## src/rtl/mips_pkg.sv

```systemverilog
// Shared definitions for the MIPS-style front end.
//
// Holds the primary opcode encodings the hazard logic cares about, the NOP
// word, the default reset PC, and helpers that say which register fields
// an instruction actually reads.
package mips_pkg;

  // Primary opcode field (inst[31:26]).
  localparam logic [5:0] OP_RTYPE = 6'h00;
  localparam logic [5:0] OP_BEQ   = 6'h04;
  localparam logic [5:0] OP_BNE   = 6'h05;
  localparam logic [5:0] OP_ADDI  = 6'h08;
  localparam logic [5:0] OP_ANDI  = 6'h0C;
  localparam logic [5:0] OP_ORI   = 6'h0D;
  localparam logic [5:0] OP_XORI  = 6'h0E;
  localparam logic [5:0] OP_LW    = 6'h23;
  localparam logic [5:0] OP_SW    = 6'h2B;

  // All-zero word. It decodes as an R-type reading r0, so it can never
  // match a nonzero load destination.
  localparam logic [31:0] NOP_WORD = 32'h0000_0000;

  localparam logic [31:0] DEFAULT_RESET_PC = 32'h0000_0000;

  // Register fields pulled out of an instruction word.
  typedef struct packed {
    logic [5:0] opcode;
    logic [4:0] rs;
    logic [4:0] rt;
  } inst_fields_t;

  function automatic inst_fields_t decode_fields(input logic [31:0] inst);
    inst_fields_t f;
    f.opcode = inst[31:26];
    f.rs     = inst[25:21];
    f.rt     = inst[20:16];
    return f;
  endfunction

  // rs is read by every instruction class this front end recognises.
  function automatic logic reads_rs(input logic [5:0] opcode);
    logic r;
    case (opcode)
      OP_RTYPE, OP_BEQ, OP_BNE, OP_ADDI, OP_ANDI,
      OP_ORI, OP_XORI, OP_LW, OP_SW: r = 1'b1;
      default:                       r = 1'b0;
    endcase
    return r;
  endfunction

  // rt is a source only where it is not the destination: R-type, the two
  // compare-branches, and the store data operand.
  function automatic logic reads_rt(input logic [5:0] opcode);
    logic r;
    case (opcode)
      OP_RTYPE, OP_BEQ, OP_BNE, OP_SW: r = 1'b1;
      default:                         r = 1'b0;
    endcase
    return r;
  endfunction

endpackage

```

## src/rtl/fetch_unit_hazard_detect.sv

```systemverilog
// hazard_detect: combinational load-use hazard check.
//
// Ports:
//   id_inst     in  32  instruction held in IF/ID
//   id_valid    in  1   IF/ID holds a live instruction
//   ex_mem_read in  1   instruction in EX is a load
//   ex_rt       in  5   load destination register in EX
//   raw_hazard  out 1   ID reads the register the EX load is about to write
module hazard_detect
  import mips_pkg::*;
(
  input  logic [31:0] id_inst,
  input  logic        id_valid,
  input  logic        ex_mem_read,
  input  logic [4:0]  ex_rt,
  output logic        raw_hazard
);

  inst_fields_t f;
  logic         rs_match;
  logic         rt_match;
  logic         unused_low_bits;

  assign f = decode_fields(id_inst);

  // Immediate / rd / shamt / funct bits play no part in the check.
  assign unused_low_bits = ^id_inst[15:0];

  assign rs_match = reads_rs(f.opcode) && (f.rs == ex_rt);
  assign rt_match = reads_rt(f.opcode) && (f.rt == ex_rt);

  // r0 is hardwired to zero, so a load "into" r0 never creates a dependency.
  assign raw_hazard = id_valid && ex_mem_read && (ex_rt != 5'd0) &&
                      (rs_match || rt_match);

endmodule

```

## src/rtl/fetch_unit.sv

```systemverilog
// fetch_unit: PC register, IF/ID pipeline register, load-use stall and
// branch redirect for a classic 5-stage MIPS-style pipeline.
//
// Ports:
//   clk, rst_n     clock and asynchronous active-low reset
//   imem_addr      out 32  fetch address (the PC)
//   imem_rdata     in  32  combinational instruction memory read data
//   ex_mem_read    in  1   EX instruction is a load
//   ex_rt          in  5   EX load destination register
//   branch_taken   in  1   taken branch resolved in EX this cycle
//   branch_target  in  32  redirect address when branch_taken
//   id_inst        out 32  IF/ID instruction
//   id_pc_plus4    out 32  IF/ID PC+4
//   id_valid       out 1   IF/ID holds a live instruction
//   stall          out 1   load-use stall (ID/EX inserts a bubble)
//   stall_cnt      out 16  saturating count of stall cycles
//   flush_cnt      out 16  saturating count of branch redirects
//
// Update priority each edge: branch redirect, then stall, then advance.
// On a redirect the instruction sitting in ID is squashed downstream by
// the ID/EX stage looking at branch_taken itself; here IF/ID is simply
// refilled with a NOP and marked invalid.
module fetch_unit
  import mips_pkg::*;
#(
  parameter logic [31:0] RESET_PC = DEFAULT_RESET_PC
) (
  input  logic        clk,
  input  logic        rst_n,
  output logic [31:0] imem_addr,
  input  logic [31:0] imem_rdata,
  input  logic        ex_mem_read,
  input  logic [4:0]  ex_rt,
  input  logic        branch_taken,
  input  logic [31:0] branch_target,
  output logic [31:0] id_inst,
  output logic [31:0] id_pc_plus4,
  output logic        id_valid,
  output logic        stall,
  output logic [15:0] stall_cnt,
  output logic [15:0] flush_cnt
);

  // Word-aligned reset address; the low two bits of PC are never stored
  // as anything but zero.
  localparam logic [31:0] RESET_PC_ALIGNED = {RESET_PC[31:2], 2'b00};

  logic [31:0] pc;
  logic [31:0] pc_plus4;
  logic        raw_hazard;
  logic        unused_target_bits;

  hazard_detect u_hazard_detect (
    .id_inst     (id_inst),
    .id_valid    (id_valid),
    .ex_mem_read (ex_mem_read),
    .ex_rt       (ex_rt),
    .raw_hazard  (raw_hazard)
  );

  // A redirect discards whatever is in ID, so a hazard on it is moot.
  assign stall = raw_hazard && !branch_taken;

  // Natural 32-bit overflow gives the required wrap from FFFF_FFFC to 0.
  assign pc_plus4  = pc + 32'd4;
  assign imem_addr = pc;

  // Target bits [1:0] are dropped when aligning the redirect.
  assign unused_target_bits = ^branch_target[1:0];

  // PC and IF/ID registers.
  always_ff @(posedge clk or negedge rst_n) begin
    if (!rst_n) begin
      pc          <= RESET_PC_ALIGNED;
      id_inst     <= NOP_WORD;
      id_pc_plus4 <= 32'h0000_0000;
      id_valid    <= 1'b0;
    end else if (branch_taken) begin
      pc       <= {branch_target[31:2], 2'b00};
      id_inst  <= NOP_WORD;
      id_valid <= 1'b0;
      // id_pc_plus4 deliberately holds.
    end else if (stall) begin
      // Everything holds; the bubble is inserted at ID/EX.
      pc          <= pc;
      id_inst     <= id_inst;
      id_pc_plus4 <= id_pc_plus4;
      id_valid    <= id_valid;
    end else begin
      pc          <= pc_plus4;
      id_inst     <= imem_rdata;
      id_pc_plus4 <= pc_plus4;
      id_valid    <= 1'b1;
    end
  end

  // Saturating event counters.
  always_ff @(posedge clk or negedge rst_n) begin
    if (!rst_n) begin
      stall_cnt <= 16'h0000;
      flush_cnt <= 16'h0000;
    end else begin
      if (stall && (stall_cnt != 16'hFFFF)) begin
        stall_cnt <= stall_cnt + 16'd1;
      end
      if (branch_taken && (flush_cnt != 16'hFFFF)) begin
        flush_cnt <= flush_cnt + 16'd1;
      end
    end
  end

endmodule

```

## config.mk

```make
export PLATFORM = sky130hd
export DESIGN_NAME = fetch_unit
export DESIGN_NICKNAME = d
export VERILOG_FILES = /design/src/rtl/mips_pkg.sv /design/src/rtl/fetch_unit_hazard_detect.sv /design/src/rtl/fetch_unit.sv
export SDC_FILE = /design/constraint.sdc
export NUM_CORES = 1
export LEC_CHECK = 0
export CORE_UTILIZATION = 47
export CTS_CLUSTER_DIAMETER = 200
export DETAILED_ROUTE_END_ITERATION = 16
export PLACE_DENSITY = 0.87
export SLEW_MARGIN = 20
export SYNTH_ARGS = -nofsm -noshare
export SYNTH_HDL_FRONTEND = slang
export SYNTH_SLANG_ARGS = --single-unit
```

## constraint.sdc

```tcl
create_clock -name clk -period 2.5 [get_ports clk]
set_input_delay 0.25 -clock clk [delete_from_list [all_inputs] [get_ports clk]]
set_output_delay 0.25 -clock clk [all_outputs]
set_load 0.03 [all_outputs]
```

==> impl_results.md <==
* # nets final at 942
* First-pass GRT wire length at about 28,000 microns
* Clk sink count at between 100 and 150
* Core box area at between 0.01 and 0.015 sq mm
* Clock transition at path regs at approximately 0.060 ns
* Global-route usage over all layers at 0.257
* Wire per inst at about 16 microns
* Setup TNS at 0 ns
* Post-Synthesis Cells at between 600 and 700
* # IOs at just over 200
* Dominant cells by area after synthesis: dfrtp_1 (49%), xnor2_1 (8.7%), nand2_1 (6.9%)
* Number of global-route vias before repair at approximately 5,700
* WL final at about 17,000 microns
* Relative slew slack at 0.488
* Total Power at between 0.006 and 0.007 W
* Slowest CP cell: or4_4
* Netlist cell types at 46
* Die H at roughly 120 microns
* F_max at between 400 and 500 MHz
* Initial core utilization at 0.482
* H-tree depth at 4
* Total gr overflow at 0
* Post-DRT Antenna Nets at 0
* Final Hold Vio Count at 0
* Finished Core Util at 0.701
* Layout Skew at 0.00665 ns
* Fin area at 0.00925 sq mm
* Seq/Total Area, Yosys at 0.492
* Vias at 5,661
* Final slew viol count at 0
* Switching power at 0.00189 W
* # rows at 42
* DRC viols at 0
* IO buf count at roughly 200
* Final worst-path cycle share at 0.967
* Layout cell share with drive strength beyond 1 at 0.119
* Skew-Pair Late Insertion Delay at 0.42 ns
* Multi-input logic area at between 0.002 and 0.003 sq mm
* Critical path class: input port to output pin
* Pint at roughly 0.0044 W
* Drt pass-1 iters at 5
* Detailed placement HPWL at between 10,000 and 15,000 microns
* Avg Cell Area, Syn at roughly 9.7 sq um
* Sw Ratio at 0.301
* CP dominant cell by count: buf_4
* Status: finished, final reports clean
* Max-cap violation count at 0
* Critical path arrival at between 2 and 2.5 ns
* Final setup fails at 0
* Share of power burned in combinational logic at 0.228
* Final GP Congestion at between 0.7 and 0.8
* Die Wd at 118 microns
* Clk pwr share at 0.379
* CP required at between 2 and 2.5 ns
* Largest net degree at the start of global routing at between 70 and 80
* Initial antenna violation count at 0
* Hold Path Class: input port to flop
* Synth-to-Final Area Change at 45.6%
* Layout fillers at roughly 950
* Post-DP Area at around 0.0086 sq mm
* CTS tree: built
* Slew @ Worst Pin at between 0.7 and 0.8 ns
* Clock buffer depth at 2
* Crit path cell chain: clkdlybuf4s50_1 -> or4_4 -> o2111ai_4 -> nor4_4 -> buf_4 -> nor2_4 -> buf_6 -> nor2_1 -> buf_4
* Peak supply drop at 0.000712 V
* Post-synth top area cell: dfrtp_1
* Initial drt markers at about 320
* Slowest stage delay, CP at 0.55 ns
* Die ar. at 0.0140 sq mm
* Flop pwr share at 0.392
* Leakage at between 3 and 4 nW
* Worst-path fanout max at 2
* Yosys warning count at 0
* Post-synth top area share at 0.492
* Root Driver: clkbuf_16
* Fin crit period at between 2 and 2.5 ns
* Pwr/cell area at 678 mW/mm^2
* Setup crit end kind: output pin
* Slack of the critical path at 0.0836 ns
* CTS Buf Count at 17
* Yosys reg bits at 125
* Post-Place Setup Slack at -0.210 ns
* Mapped cell area at 0.00635 sq mm
* Vias/cell at approximately 5.4
* CP Launch Type: input port
* Antenna cell count at 0
* Register area at around 0.0031 sq mm
area by class of cell:
cell class              count  area share
flip-flops and latches    125       0.338
multi-input cells         483       0.324
repair buffers            235       0.252
clock buffers              24      0.0510
well taps                 176      0.0238
clock inverters             8     0.00974
inverters                   4     0.00162
through the flow:
stage          instances  hold WS, ns
3_5_place_dp        1019        0.280
5_1_grt             1055        0.228
4_1_cts             1054        0.182
3_3_place_gp        1019        0.276
2_1_floorplan        655      -0.0456
6_report            1055        0.192
cell families (layout without fill, tap and decap cells):
family	count (synthesis)	in the layout	synth area share
compound gates	95	95	0.0841
xor+xnor	93	93	0.128
fa+ha+maj	3	3	0.00591
buf+inv	47	271	0.0404
flops	125	125	0.492
mux	9	9	0.0158
other cells	1	4	0.000590
simple gates	279	279	0.233
per-layer routing:
| metal | part of all wire | global-route usage | up-vias |
|---|---|---|---|
| met3 | 0.079 | 0.0801 | 37 |
| met4 | 0.025 | 0.111 | 0 |
| li1 | - | - | 2657 |
| met1 | 0.41 | 0.314 | 2730 |
| met2 | 0.48 | 0.420 | 237 |
| met5 | 0 | 0 | - |
state kept, by name (all words and copies together) (netlist names):
| signal | count |
|---|---|
| stall_cnt | 16 |
| id_inst | 32 |
| imem_addr | 30 |
| flush_cnt | 16 |
| id_valid | 1 |
| id_pc_plus4 | 30 |
cell usage in the layout, fill, tap and decap left out, types with 9 or more instances in the layout:
cell,count
clkbuf_16,17
xnor2_1,63
nor3_2,10
o21ai_1,19
o21ai_0,9
nor3_1,14
dfrtp_1,125
xor2_1,30
nand3_1,26
nand2_1,116
nand4_1,17
a21oi_1,56
nor4_2,9
and3_1,15
buf_4,34
clkdlybuf4s50_1,193
nor2_1,43
final timing paths:
path / start / to / depth (start not counted) / slack (ns)
worst max register to register: id_inst[30] / id_inst[9] / 8 / 0.20
worst max-delay path: ex_rt[1] / stall / 9 / 0.08
max in group asynchronous: rst_n / id_inst[13] / 3 / 1.49
worst min register to register: flush_cnt[12] / flush_cnt[12] / 1 / 0.50
min in group asynchronous: rst_n / imem_addr[12] / 2 / 0.38
worst min-delay path: branch_taken / imem_addr[7] / 3 / 0.19
cells in the mapped netlist (all sizes together):
master,number
nand3,27
clkbuf,21
ha,3
o21ai,28
nor4bb,2
a21oi,56
buf,22
mux2,8
and4,5
o31ai,1
dfrtp,125
nor4,15
a211oi,1
mux2i,1
a31oi,2
a221o,1
o2111ai,2
inv,4
nor2,44
a32oi,1
or4,2
and2,2
and3,15
nor3b,3
a41oi,2
conb,1
and4b,1
xor2,30
nand4b,1
or2,1
xnor2,63
nor3,25
a2bb2oi,1
nand2b,3
nand4,17
nand2,116
critical path, delay by kind of cell:
| kind | cells | cell delay [ns] |
|---|---|---|
| buf+inv | 4 | 0.90 |
| compound gates | 1 | 0.24 |
| simple gates | 4 | 0.78 |
power by group through the flow:
| stage | registers (W) | logic, W | clock network (W) |
|---|---|---|---|
| final | 0.00246 | 0.00143 | 0.00238 |
| after global routing | 0.00249 | 0.00152 | 0.00249 |
| after CTS | 0.00246 | 0.00144 | 0.00240 |
| after detailed placement | 0.00249 | 0.00143 | 0 |
| after global placement | 0.00248 | 0.00140 | 0 |
| after floorplan | 0.00282 | 0.000397 | 0 |
what timing repair did:
action	4_1_cts	5_1_grt
setup endpoints to repair	1	6
hold buffers	1	0
resized for setup	1	2
endpoints found under the hold margin	40	0
cloned	0	0
setup buffers	2	1
pin swaps	2	2
No activity file was read; power rests on OpenSTA's default activity.
